===== config.mk =====
export PLATFORM = sky130hd
export DESIGN_NAME = inst_encoder
export DESIGN_NICKNAME = d
export VERILOG_FILES = /design/src/rtl/inst_encoder.sv
export SDC_FILE = /design/constraint.sdc
export NUM_CORES = 1
export LEC_CHECK = 0
export BUFFER_PORTS_ARGS = -buffer_cell sky130_fd_sc_hd__buf_4
export CORE_MARGIN = 2
export CORE_UTILIZATION = 35
export CTS_CLUSTER_DIAMETER = 80
export DETAILED_ROUTE_END_ITERATION = 10
export GPL_ROUTABILITY_DRIVEN = 0
export MAX_ROUTING_LAYER = met4
export SKIP_LAST_GASP = 1
export SYNTH_ARGS = -nofsm -noshare
export SYNTH_HDL_FRONTEND = slang
export SYNTH_SLANG_ARGS = --single-unit

===== constraint.sdc =====
create_clock -name clk -period 2.9 [get_ports clk]
set_input_delay 0.145 -clock clk [delete_from_list [all_inputs] [get_ports clk]]
set_output_delay 0.145 -clock clk [all_outputs]
set_load 0.03 [all_outputs]

===== src/rtl/inst_encoder.sv =====
// Generic synchronous FIFO; head entry is presented from registered state.
// Latency: a push is visible at the head on the edge after an empty-FIFO push.
// Backpressure: caller must not push when full or pop when empty.
module fifo #(
  parameter int              WIDTH   = 64,
  parameter int              DEPTH   = 2,
  parameter logic [WIDTH-1:0] RST_DAT = '0
) (
  input  logic             clk,
  input  logic             rst,
  input  logic             push_vld,
  input  logic [WIDTH-1:0] push_dat,
  input  logic             pop_rdy,
  output logic [WIDTH-1:0] head_dat,
  output logic             empty,
  output logic             full
);
  localparam int PTR_W = (DEPTH > 1) ? $clog2(DEPTH) : 1;
  localparam int CNT_W = $clog2(DEPTH + 1);

  logic [WIDTH-1:0] mem [DEPTH];
  logic [PTR_W-1:0] rd_ptr, wr_ptr;
  logic [CNT_W-1:0] count;

  assign head_dat = mem[rd_ptr];
  assign empty    = (count == '0);
  assign full     = (count == CNT_W'(DEPTH));

  always_ff @(posedge clk) begin
    if (rst) begin
      for (int i = 0; i < DEPTH; i++) mem[i] <= RST_DAT;
      rd_ptr <= '0;
      wr_ptr <= '0;
      count  <= '0;
    end else begin
      if (push_vld) begin
        mem[wr_ptr] <= push_dat;
        wr_ptr      <= wr_ptr + PTR_W'(1);
      end
      if (pop_rdy) rd_ptr <= rd_ptr + PTR_W'(1);
      case ({push_vld, pop_rdy})
        2'b10:   count <= count + CNT_W'(1);
        2'b01:   count <= count - CNT_W'(1);
        default: count <= count;
      endcase
    end
  end
endmodule

// RV32 instruction encoder: packs format fields into a word tagged with its memory address.
// Latency: one cycle from input acceptance to out_valid through a 2-entry FIFO.
// Backpressure: in_ready drops when both FIFO entries are occupied; out_ready never reaches in_ready.
module inst_encoder #(
  parameter logic [31:0] BASE_ADDR       = 32'h0000_0000,
  parameter int          MEM_DEPTH_WORDS = 1024
) (
  input  logic        clk,
  input  logic        rst,
  input  logic        in_valid,
  output logic        in_ready,
  input  logic [2:0]  fmt,
  input  logic [6:0]  opcode,
  input  logic [2:0]  func3,
  input  logic [6:0]  func7,
  input  logic [4:0]  rd,
  input  logic [4:0]  rs1,
  input  logic [4:0]  rs2,
  input  logic [31:0] imm,
  output logic        out_valid,
  input  logic        out_ready,
  output logic [31:0] out_instr,
  output logic [31:0] out_addr,
  output logic [1:0]  err_flags,
  output logic [31:0] enc_count
);
  localparam logic [2:0]  FMT_R = 3'd0;
  localparam logic [2:0]  FMT_I = 3'd1;
  localparam logic [2:0]  FMT_S = 3'd2;
  localparam logic [2:0]  FMT_B = 3'd3;
  localparam logic [2:0]  FMT_U = 3'd4;
  localparam logic [2:0]  FMT_J = 3'd5;
  localparam logic [31:0] NOP       = 32'h0000_0013;
  localparam logic [31:0] LAST_ADDR = BASE_ADDR + 32'(4 * (MEM_DEPTH_WORDS - 1));

  logic        acc_vld, pop_rdy, fifo_empty, fifo_full;
  logic [31:0] enc_dat, wr_addr;
  logic        imm_bad, fmt_bad;

  // Reset gates in_ready so nothing is offered while the FIFO is being cleared.
  assign in_ready  = !rst && !fifo_full;
  assign out_valid = !fifo_empty;
  assign acc_vld   = in_valid && in_ready;
  assign pop_rdy   = out_valid && out_ready;

  always_comb begin
    enc_dat = NOP;
    imm_bad = 1'b0;
    fmt_bad = 1'b0;
    case (fmt)
      FMT_R: enc_dat = {func7, rs2, rs1, func3, rd, opcode};
      FMT_I: begin
        enc_dat = {imm[11:0], rs1, func3, rd, opcode};
        imm_bad = !((&imm[31:11]) || !(|imm[31:11]));
      end
      FMT_S: begin
        enc_dat = {imm[11:5], rs2, rs1, func3, imm[4:0], opcode};
        imm_bad = !((&imm[31:11]) || !(|imm[31:11]));
      end
      FMT_B: begin
        enc_dat = {imm[12], imm[10:5], rs2, rs1, func3, imm[4:1], imm[11], opcode};
        imm_bad = !((&imm[31:12]) || !(|imm[31:12])) || imm[0];
      end
      FMT_U: begin
        enc_dat = {imm[31:12], rd, opcode};
        imm_bad = |imm[11:0];
      end
      FMT_J: begin
        enc_dat = {imm[20], imm[10:1], imm[11], imm[19:12], rd, opcode};
        imm_bad = !((&imm[31:20]) || !(|imm[31:20])) || imm[0];
      end
      default: fmt_bad = 1'b1;
    endcase
  end

  fifo #(
    .WIDTH   (64),
    .DEPTH   (2),
    .RST_DAT ({32'h0, BASE_ADDR})
  ) u_fifo (
    .clk      (clk),
    .rst      (rst),
    .push_vld (acc_vld),
    .push_dat ({enc_dat, wr_addr}),
    .pop_rdy  (pop_rdy),
    .head_dat ({out_instr, out_addr}),
    .empty    (fifo_empty),
    .full     (fifo_full)
  );

  always_ff @(posedge clk) begin
    if (rst) begin
      wr_addr   <= BASE_ADDR;
      err_flags <= 2'b00;
      enc_count <= '0;
    end else begin
      if (acc_vld) begin
        wr_addr   <= (wr_addr == LAST_ADDR) ? BASE_ADDR : wr_addr + 32'd4;
        err_flags <= err_flags | {fmt_bad, imm_bad};
      end
      if (pop_rdy && enc_count != 32'hFFFF_FFFF) enc_count <= enc_count + 32'd1;
    end
  end
endmodule

==> flow_metrics.tcl, run 1 <==
set metrics [dict create \
    status "finished with violations" \
    failed_checks "design-rule violations" \
    grt-ovfl-total 0 \
    drive_above_1_share_pct 28.4 \
    synthSimpleGateAreaFrac_pct 22.0 \
    p_leak_uw 0.00442 \
    fin_ws_ps 664 \
    synth_edf_count 124 \
    synth-seq-cells 193 \
    whs_endpoint "u_fifo.mem[0][32]" \
    slew-limit-headroom_pct 60.4 \
    reg2reg_depth 5 \
    max-vdd-ir-drop_mv 0.410 \
    placed_area_um2 10900 \
    final_nets 1106 \
    htree_num_levels 4 \
    clk-insertion-delay-late_ps 430 \
    grt_max_degree 63 \
    grt_setup_unrepaired "false" \
    core_area_um2 26100 \
    setup_violations 0 \
    postSynthAreaPerCell_um2 10.6 \
    routed_wl_um 23500 \
    yosysTopAreaCellShare_pct 40.0 \
    netlist_area_um2 9320 \
    cts.clk_slew.worst_paths_ps 70 \
    area_delta_synth_final_pct 24.4 \
    start_kind "flip-flop" \
    ys_seq_area_share_pct 54.8 \
    dp_hpwl_um 15800 \
    die_x_um 167 \
    ioPinCount 171 \
    synth-compound-area-share_pct 8.07 \
    finalHoldViolCount 0 \
    synthCells 880 \
    fp.dieArea_um2 27900 \
    start_util_pct 35.6 \
    async_reset_ff_share_pct 0 \
    r2r-start "wr_addr[7]" \
    postRouteAntennaNets 0 \
    power_uw 7540 \
    dr.first_iter.drc_count 461 \
    p_per_area_nw_per_um2 650 \
    synthFlopType "edfxtp_1" \
    r2r_end "wr_addr[31]" \
    grt_pass1_vias 7096 \
    post-place-ws_ps 681 \
    whs_path_depth 3 \
    synthXorXnorAreaFrac_pct 2.44 \
    rows 59 \
    yosysWarnings 0 \
    tns_ps 0 \
    antenna_found_initial 0 \
    fin_crit_sh_pct 77.1 \
    drv_cap 0 \
    worstPathRequired_ps 3260 \
    ff2ff_setup_slack_ps 660 \
    path_class "reg2reg" \
    end_kind "flip-flop" \
    clockBufferDepth 2 \
    finalCriticalPeriod_ps 2240 \
    numClockSinks 193 \
    cp_max_fo 12 \
    hp-class "in2reg" \
    track_usage_pct 17.3 \
    firstDrtPassIters 8 \
    synth_top_area_cell "edfxtp_1" \
    max_freq_mhz 447 \
    synth_top_family_by_area "simple AND/OR/NAND/NOR gates" \
    cts_tree "built" \
    cp.arrival_ps 2600 \
    numPortBuffers 168 \
    fin_area_um2 11600 \
    cts_inserted_buffers 17 \
    synth_cell_types 47 \
    drv_slew 0 \
    cts_resized 0 \
    clockRootBuffer "clkbuf_16" \
    worst_slew_pin_slew_ps 595 \
    min_from "opcode[0]" \
    diodes 0 \
    wl_per_cell_um 17.1 \
    synth.area.top_cells "edfxtp_1 40%, dfxtp_1 15%, mux2_2 8.3%" \
    fp.dieH_um 167 \
    vias 7248 \
    post_synth_mux_area_share_pct 9.09 \
    yosys.area_share.adder_pct 0.537 \
    drc 8 \
    fin_skew_ps 16.6 \
    grt_pass1_wl_um 37400 \
    via_per_inst 5.26 \
]
[worst max-delay path by stage]
stage                     from             to  depth (start not counted)
3_5_place_dp        wr_addr[7]    wr_addr[31]                          5
6_report            wr_addr[7]    wr_addr[31]                          5
2_1_floorplan     enc_count[0]  enc_count[26]                          7
3_3_place_gp        wr_addr[7]    wr_addr[31]                          5
4_1_cts             wr_addr[7]    wr_addr[31]                          5
5_1_grt        u_fifo.count[0]    wr_addr[31]                          5
[worst max-delay path, stage by stage (launching register included)]
cell	delay (ps)
dfxtp_1	420
and4_1	280
nand2_1	140
or4_1	720
or4_1	460
a21oi_1	140
[synthesized netlist by cell type (2+ instances only)]
cell type,instances
nand2_1,40
xor2_1,13
mux2_2,69
a22oi_1,16
nor2b_1,20
a31oi_1,2
dfxtp_1,69
nor2_1,117
o211ai_1,2
mux2i_1,7
nand4_1,24
or3_1,24
nand2b_1,4
ha_1,4
and3_1,34
o21ai_0,28
xnor2_1,13
buf_4,2
nand3_1,23
nor4_1,21
and2_1,30
or4_1,20
a21oi_1,54
buf_2,2
clkbuf_1,44
o31ai_1,17
edfxtp_1,124
nor3_1,5
a211oi_1,3
inv_1,14
or3_4,2
o41ai_1,2
or2_2,4
buf_1,5
and4_1,10
[kinds of logic after synthesis]
family | after synthesis
other | 1
AOI/OAI and AO/OA | 127
buffers and inverters | 69
adders and majority gates | 4
DFF | 193
xor gates and xnor gates | 26
muxes | 76
and+or+nand+nor | 384
[layer usage]
metal | vias to the layer above | global-route usage [%] | part of all wire (%)
li1 | 3552 | - | -
met1 | 3527 | 22.0 | 45
met2 | 147 | 28.3 | 49
met3 | 22 | 3.59 | 4.5
met4 | 0 | 4.39 | 1.3
met5 | - | - | 0
[cell usage in the layout, fill, tap and decap left out, types with 4 or more instances in the layout]
| master | synthesis | layout |
|---|---|---|
| nand2_1 | 40 | 40 |
| o31ai_1 | 17 | 17 |
| and3_1 | 34 | 34 |
| nor3_1 | 5 | 5 |
| inv_1 | 14 | 14 |
| nand4_1 | 24 | 24 |
| mux2_2 | 69 | 69 |
| xnor2_1 | 13 | 13 |
| xor2_1 | 13 | 13 |
| or3_1 | 24 | 24 |
| nor2b_1 | 20 | 20 |
| nor4_1 | 21 | 21 |
| and2_1 | 30 | 30 |
| edfxtp_1 | 124 | 124 |
| and4_1 | 10 | 10 |
| buf_4 | 2 | 180 |
| nor2_1 | 117 | 116 |
| dfxtp_1 | 69 | 68 |
| ha_1 | 4 | 4 |
| clkinv_8 | 0 | 5 |
| nand3_1 | 23 | 23 |
| clkbuf_16 | 0 | 17 |
| a21oi_1 | 54 | 54 |
| mux2i_1 | 7 | 7 |
| or2_2 | 4 | 4 |
| o21ai_0 | 28 | 28 |
| a22oi_1 | 16 | 16 |
| or4_1 | 20 | 20 |
[area by class of cell]
| cell class | count | area (µm²) |
|---|---|---|
| Clock buffer | 18 | 439 |
| Clock inverter | 14 | 189 |
| Fill cell | 2516 | 14500 |
| Inverter | 14 | 52.6 |
| Multi-Input combinational cell | 619 | 3940 |
| Sequential cell | 193 | 5110 |
| Tap cell | 335 | 419 |
| Timing Repair Buffer | 186 | 1440 |
[power by group]
part | switching, µW | internal (µW) | leakage [µW]
clock network | 1170 | 1270 | 0.000305
registers | 104 | 3100 | 0.00186
logic | 1130 | 758 | 0.00226
total | 2410 | 5130 | 0.00442
[registers in the layout, summed over array words and instances (netlist names), named ones only]
signal	cells
enc_count	32
err_flags	2
u_fifo.count	2
u_fifo.mem	124
u_fifo.rd_ptr	1
u_fifo.wr_ptr	1
wr_addr	30
[timing repair]
action,CTS,global route
endpoints found under the hold margin,3,0
setup buffers,0,0
hold buffers,3,0
[stage by stage]
stage          utilization, %  instances  hold slack [ps]
2_1_floorplan               -        881              266
6_report                 44.4       1379             26.9
3_3_place_gp             41.8       1344              408
4_1_cts                  44.4       1379             5.19
3_5_place_dp             41.8       1344              404
5_1_grt                  44.4       1379             28.6
Power figures use the tool's default switching activity.
==> run 2: changes to the inputs <==
--- a/config.mk
+++ b/config.mk
@@ -5,6 +5,7 @@
 export SDC_FILE = /design/constraint.sdc
 export NUM_CORES = 1
 export LEC_CHECK = 0
+export ABC_AREA = 1
 export BUFFER_PORTS_ARGS = -buffer_cell sky130_fd_sc_hd__buf_4
 export CORE_MARGIN = 2
 export CORE_UTILIZATION = 35
==> constraint.sdc (replaced) <==
create_clock -name clk -period 2.2 [get_ports clk]
set_input_delay 0.11 -clock clk [delete_from_list [all_inputs] [get_ports clk]]
set_output_delay 0.11 -clock clk [all_outputs]
set_load 0.03 [all_outputs]
==> run 2 against run 1 <==
Net effect:
- the flow now finishes without violations
- largest cell class unchanged
- via count grew 15%
- sequential cell count stayed put
- power rose by 17%
- critical endpoint is now out_addr[8]
- area after synthesis is 7.1% higher
- hold slack gained 5.8 ps
- sequential power increased by 28%
- first-iteration DRC count rose by 32%
==> flow_metrics.tcl, run 2 <==
set metrics [dict create \
    cpPeakStageDelay_ps 680 \
    synth.area.top_cells "edfxtp_1 37%, dfxtp_1 14%, nand2_1 9.6%" \
    rows 61 \
    antenna_found_initial 0 \
    synth-seq-cells 193 \
    numClockSinks 193 \
    synth_top_area_cell "edfxtp_1" \
    wl_per_cell_um 15.0 \
    yosysTopAreaCellShare_pct 37.3 \
    cp_max_fo 25 \
    fp.dieH_um 173 \
    path_delay_family "flip-flops" \
    start_util_pct 35.7 \
    fillers 2812 \
    cp_slowest_cell "dfxtp_2" \
    worst_slew_pin_slew_ps 721 \
    drive_above_1_share_pct 24.6 \
    fp.dieArea_um2 29900 \
    hp-class "in2reg" \
    fin_crit_sh_pct 92.1 \
    p_leak_uw 0.00518 \
    postSynthAreaPerCell_um2 8.58 \
    layout_commonest_cell "nand2_1" \
    netlist_area_um2 9980 \
    cp.arrival_ps 1920 \
    wl_met3_um 1260 \
    async_reset_ff_share_pct 0 \
    area_delta_synth_final_pct 25.0 \
    dr.first_iter.drc_count 607 \
    synth.most_common_cell "nand2_1" \
    drc 0 \
    end_kind "primary output" \
    highest_layer "met4" \
    finalCriticalPeriod_ps 2030 \
    drv_cap 0 \
    cts_inserted_buffers 17 \
    track_usage_pct 18.1 \
    cts_tree "built" \
    core_area_um2 27900 \
    clk-insertion-delay-late_ps 430 \
    start_kind "flip-flop" \
    ys_seq_area_share_pct 51.2 \
    final_util_pct 44.7 \
    worstPathRequired_ps 2090 \
    tns_ps 0 \
    cp.buffers_inverters 2 \
    reg_top3 "u_fifo.mem: 124 flops, enc_count: 32 flops, wr_addr: 30 flops" \
    grt_pass1_wl_um 42600 \
    grt_pass1_vias 8258 \
    max_freq_mhz 494 \
    grt-ovfl-total 0 \
    synth_edf_count 124 \
    largest_reg_flops 124 \
    htree_num_levels 4 \
    vias 8339 \
    yosysWarnings 0 \
    final_nets 1419 \
    path_class "reg2out" \
    grt_setup_unrepaired "false" \
    firstDrtPassIters 6 \
    path_cells "buf_12 > mux2_2 > buf_4" \
    postRouteAntennaNets 0 \
    clockRootBuffer "clkbuf_16" \
    synthFlopType "edfxtp_1" \
    status "finished, final reports clean" \
    cts.clk_slew.worst_paths_ps 80 \
    fin_ws_ps 174 \
    die_x_um 173 \
    routed_wl_um 26000 \
    hold_slack_ps 32.7 \
    post-place-ws_ps 253 \
    grt_max_degree 53 \
    largest_register "u_fifo.mem" \
    layout_common_cells "253 x nand2_1, 223 x nor2_1, 192 x buf_4, 134 x inv_1, 124 x edfxtp_1" \
    slew-limit-headroom_pct 51.8 \
    wl_met2_um 12600 \
    dp_hpwl_um 19200 \
    numPortBuffers 168 \
    drv_slew 0 \
    ioPinCount 171 \
    p_per_area_nw_per_um2 709 \
    max-vdd-ir-drop_mv 0.391 \
    diodes 0 \
    finalHoldViolCount 0 \
    synth_cell_types 48 \
    clockBufferDepth 2 \
    synthCells 1163 \
    wl_met1_um 11600 \
    synth_common_cells "255 x nand2_1, 223 x nor2_1, 134 x inv_1" \
    setup_violations 0 \
    fin_skew_ps 13.3 \
    via_per_inst 4.81 \
]
run 2: changes by cell type after synthesis, sizes merged, moves of 10 or more:
cell | before | now
nand2 | 40 | 264
inv | 14 | 141
nor2 | 117 | 230
and3 | 34 | 3
nor3 | 5 | 36
and2 | 30 | 0
or3 | 26 | 0
clkbuf | 45 | 22
nor2b | 20 | 0
or4 | 20 | 0
o31ai | 17 | 0
nor4 | 22 | 7
nand3 | 23 | 34
and4 | 10 | 0
run 2: kinds of logic (layout without fill, tap and decap cells):
family / count (synthesis) / count (layout) / synth area share, %
simple gates: 599 / 599 / 25.8
flops: 193 / 193 / 51.2
buf+inv: 179 / 372 / 7.31
compound gates: 100 / 100 / 6.03
mux: 62 / 62 / 7.00
xor+xnor: 25 / 25 / 2.19
fa+ha+maj: 4 / 4 / 0.502
other cells: 1 / 2 / 0.0376
run 2: where the power goes:
group          internal, µW  switching [µW]  leakage, µW
Clock                  1560            1570     0.000290
Sequential             4030            77.9      0.00186
Combinational           622             987      0.00304
Total                  6200            2640      0.00518
run 2: final cells by class:
type / count / area (µm²) / share of cell area (%)
inverter: 141 / 529 / 4.24
multi-input combinational: 792 / 4180 / 33.5
tap: 378 / 473 / 3.79
clock buffer: 17 / 425 / 3.41
timing repair buffer: 199 / 1570 / 12.6
sequential: 193 / 5110 / 40.9
clock inverter: 15 / 189 / 1.51
run 2: stage by stage:
step	area (µm²)	power [µW]	cells
2_1_floorplan	10000	5170	1164
3_3_place_gp	11900	5800	1702
3_5_place_dp	11900	5820	1702
4_1_cts	12500	8950	1735
5_1_grt	12500	9180	1735
6_report	12500	8840	1735
run 2: metal layers:
metal	GRT usage (%)	up-vias
met5	-	-
met3	2.90	26
met1	23.1	3904
met4	5.37	0
met2	29.8	236
li1	-	4173
run 2: tightest hold or removal path, stage by stage:
cell	delay, ps
buf_4	80
inv_1	40
a21oi_1	110
run 2: final timing paths:
kind | startpoint | endpoint | slack, ps | cells after the start
setup / recovery | flip-flop | out_addr[8] | 170 | 3
hold / removal | opcode[1] | u_fifo.mem[1][33] | 30 | 3
hold reg to reg | err_flags[0] | err_flags[0] | 450 | 2
setup reg to reg | enc_count[0] | enc_count[3] | 230 | 12
run 2: repair_timing:
item | CTS | global route
resized for setup | 0 | 0
buffers inserted | 0 | 0
endpoints found under the hold margin | 2 | 0
hold buffers | 1 | 0
==> run 3: changes to the inputs <==
--- a/config.mk
+++ b/config.mk
@@ -8,12 +8,14 @@
 export ABC_AREA = 1
 export BUFFER_PORTS_ARGS = -buffer_cell sky130_fd_sc_hd__buf_4
 export CORE_MARGIN = 2
-export CORE_UTILIZATION = 35
+export CORE_UTILIZATION = 57
 export CTS_CLUSTER_DIAMETER = 80
 export DETAILED_ROUTE_END_ITERATION = 10
 export GPL_ROUTABILITY_DRIVEN = 0
 export MAX_ROUTING_LAYER = met4
+export PLACE_DENSITY = 0.81
 export SKIP_LAST_GASP = 1
+export SLEW_MARGIN = 20
 export SYNTH_ARGS = -nofsm -noshare
 export SYNTH_HDL_FRONTEND = slang
 export SYNTH_SLANG_ARGS = --single-unit
==> run 3 against run 2 <==
Net effect:
- global-route usage up 9.5 points
- clock skew down 3.4 ps
- critical path depth up 9
- final cell count down 9.5%
- sequential cell count unchanged
- first-iteration DRC count up 42%
- critical endpoint is now enc_count[3]
- largest power group unchanged
==> flow_metrics.tcl, run 3 (synthesized netlist as in run 2, its figures left out) <==
set metrics [dict create \
    status "finished, final reports clean" \
    grt_pass1_vias 7985 \
    routed_wl_um 24700 \
    multi_input_area_um2 4180 \
    via_per_inst 5.49 \
    max_freq_mhz 511 \
    crit_start "enc_count[0]" \
    seq_area_um2 5110 \
    r2r-start "enc_count[0]" \
    cts.clk_slew.worst_paths_ps 70 \
    track_usage_pct 27.6 \
    hp-class "in2reg" \
    start_kind "flip-flop" \
    end_kind "flip-flop" \
    cp.arrival_ps 2290 \
    rows 48 \
    grt-ovfl-total 0 \
    die_x_um 136 \
    antenna_found_initial 0 \
    largest_reg_flops 124 \
    ioPinCount 171 \
    drc 0 \
    postRouteAntennaNets 0 \
    tns_ps 0 \
    area_delta_synth_final_pct 21.2 \
    numPortBuffers 168 \
    numClockSinks 193 \
    fin_skew_ps 9.81 \
    p_leak_uw 0.00509 \
    finalCriticalPeriod_ps 1960 \
    critPathCapture "enc_count[3]" \
    clk-insertion-delay-late_ps 430 \
    firstDrtPassIters 6 \
    vias 8613 \
    layout_commonest_cell "nand2_1" \
    p_per_area_nw_per_um2 714 \
    core_area_um2 17200 \
    power_uw 8640 \
    fillers 1350 \
    slew-limit-headroom_pct 52.0 \
    cts_resized 0 \
    finalHoldViolCount 0 \
    diodes 0 \
    setup_violations 0 \
    final_nets 1407 \
    grt_pass1_wl_um 39000 \
    cts_inserted_buffers 17 \
    ff2ff_setup_slack_ps 240 \
    fp.dieArea_um2 18600 \
    cts_tree "built" \
    cp_max_fo 32 \
    max-vdd-ir-drop_mv 0.548 \
    worstPathRequired_ps 2530 \
    drive_above_1_share_pct 23.8 \
    fp.dieH_um 136 \
    fin_crit_sh_pct 89.0 \
    reg_top3 "u_fifo.mem: 124 flops, enc_count: 32 flops, wr_addr: 30 flops" \
    layout_common_cells "253 x nand2_1, 223 x nor2_1, 184 x buf_4, 134 x inv_1, 124 x edfxtp_1" \
    grt_setup_unrepaired "false" \
    start_util_pct 58.1 \
    post_cts_buffers 0 \
    worst_slew_pin_slew_ps 717 \
    wl_per_cell_um 15.7 \
    path_class "reg2reg" \
    drv_cap 0 \
    htree_num_levels 4 \
    largest_register "u_fifo.mem" \
    dp_hpwl_um 17500 \
    clockRootBuffer "clkbuf_16" \
    drv_slew 0 \
    r2r_end "enc_count[3]" \
    reg2reg_depth 12 \
    clockBufferDepth 2 \
    grt_max_degree 63 \
    dr.first_iter.drc_count 860 \
]
run 3: timing repair:
action                                 4_1_cts  5_1_grt
endpoints found under the hold margin        6        0
setup endpoints to repair                    0        0
hold buffers                                 1        0
run 3: area by class of cell:
type | instances | share of cell area, %
clock buffers | 18 | 3.55
clock inverters | 14 | 1.10
inverters | 141 | 4.38
multi-input cells | 792 | 34.6
flip-flops and latches | 193 | 42.2
well taps | 225 | 2.33
repair buffers | 187 | 11.8
run 3: worst min path at each step:
stage                     depth (start not counted)  startpoint                end
after floorplan                                   1         rst           in_ready
after global placement                            2         rst       err_flags[0]
after detailed placement                          2         rst       err_flags[0]
after CTS                                         3   opcode[1]  u_fifo.mem[0][33]
after global routing                              3   opcode[1]  u_fifo.mem[0][33]
final                                             3   opcode[1]  u_fifo.mem[0][33]
run 3: power by group:
part           switching (µW)  leakage [µW]  internal (µW)  total (µW)
combinational             990       0.00296            586        1580
clock                    1390      0.000275           1580        2970
sequential               60.1       0.00186           4030        4090
total                    2440       0.00509           6200        8640
run 3: layer usage:
metal / up-vias / GRT usage, % / share of wire [%]
met5: - / - / 0
li1: 4153 / - / -
met2: 365 / 44.9 / 49
met3: 52 / 4.96 / 7.5
met4: 0 / 9.09 / 2.1
met1: 4043 / 35.1 / 42
run 3: through the flow:
step,hold slack (ps),cell area [µm²],util [%],std cells,worst slack [ps]
detailed placement,415,11500,67.1,1537,275
CTS,2.28,12100,70.4,1570,236
global route,5.47,12100,70.4,1570,70.5
floorplan,259,10000,-,1164,115
global placement,414,11500,67.1,1537,340
finish,17.3,12100,70.4,1570,243
run 3: worst max-delay path, cell delays in order (launching register included):
cell     delay, ps
dfxtp_1        410
ha_1           190
nand3_1        150
inv_2          120
nand2_2         90
inv_2           80
nand2_4         70
nor2_8         110
nand2_2         70
nand2_4        270
nor2_1          60
o21ai_0        170
nor2_1          60
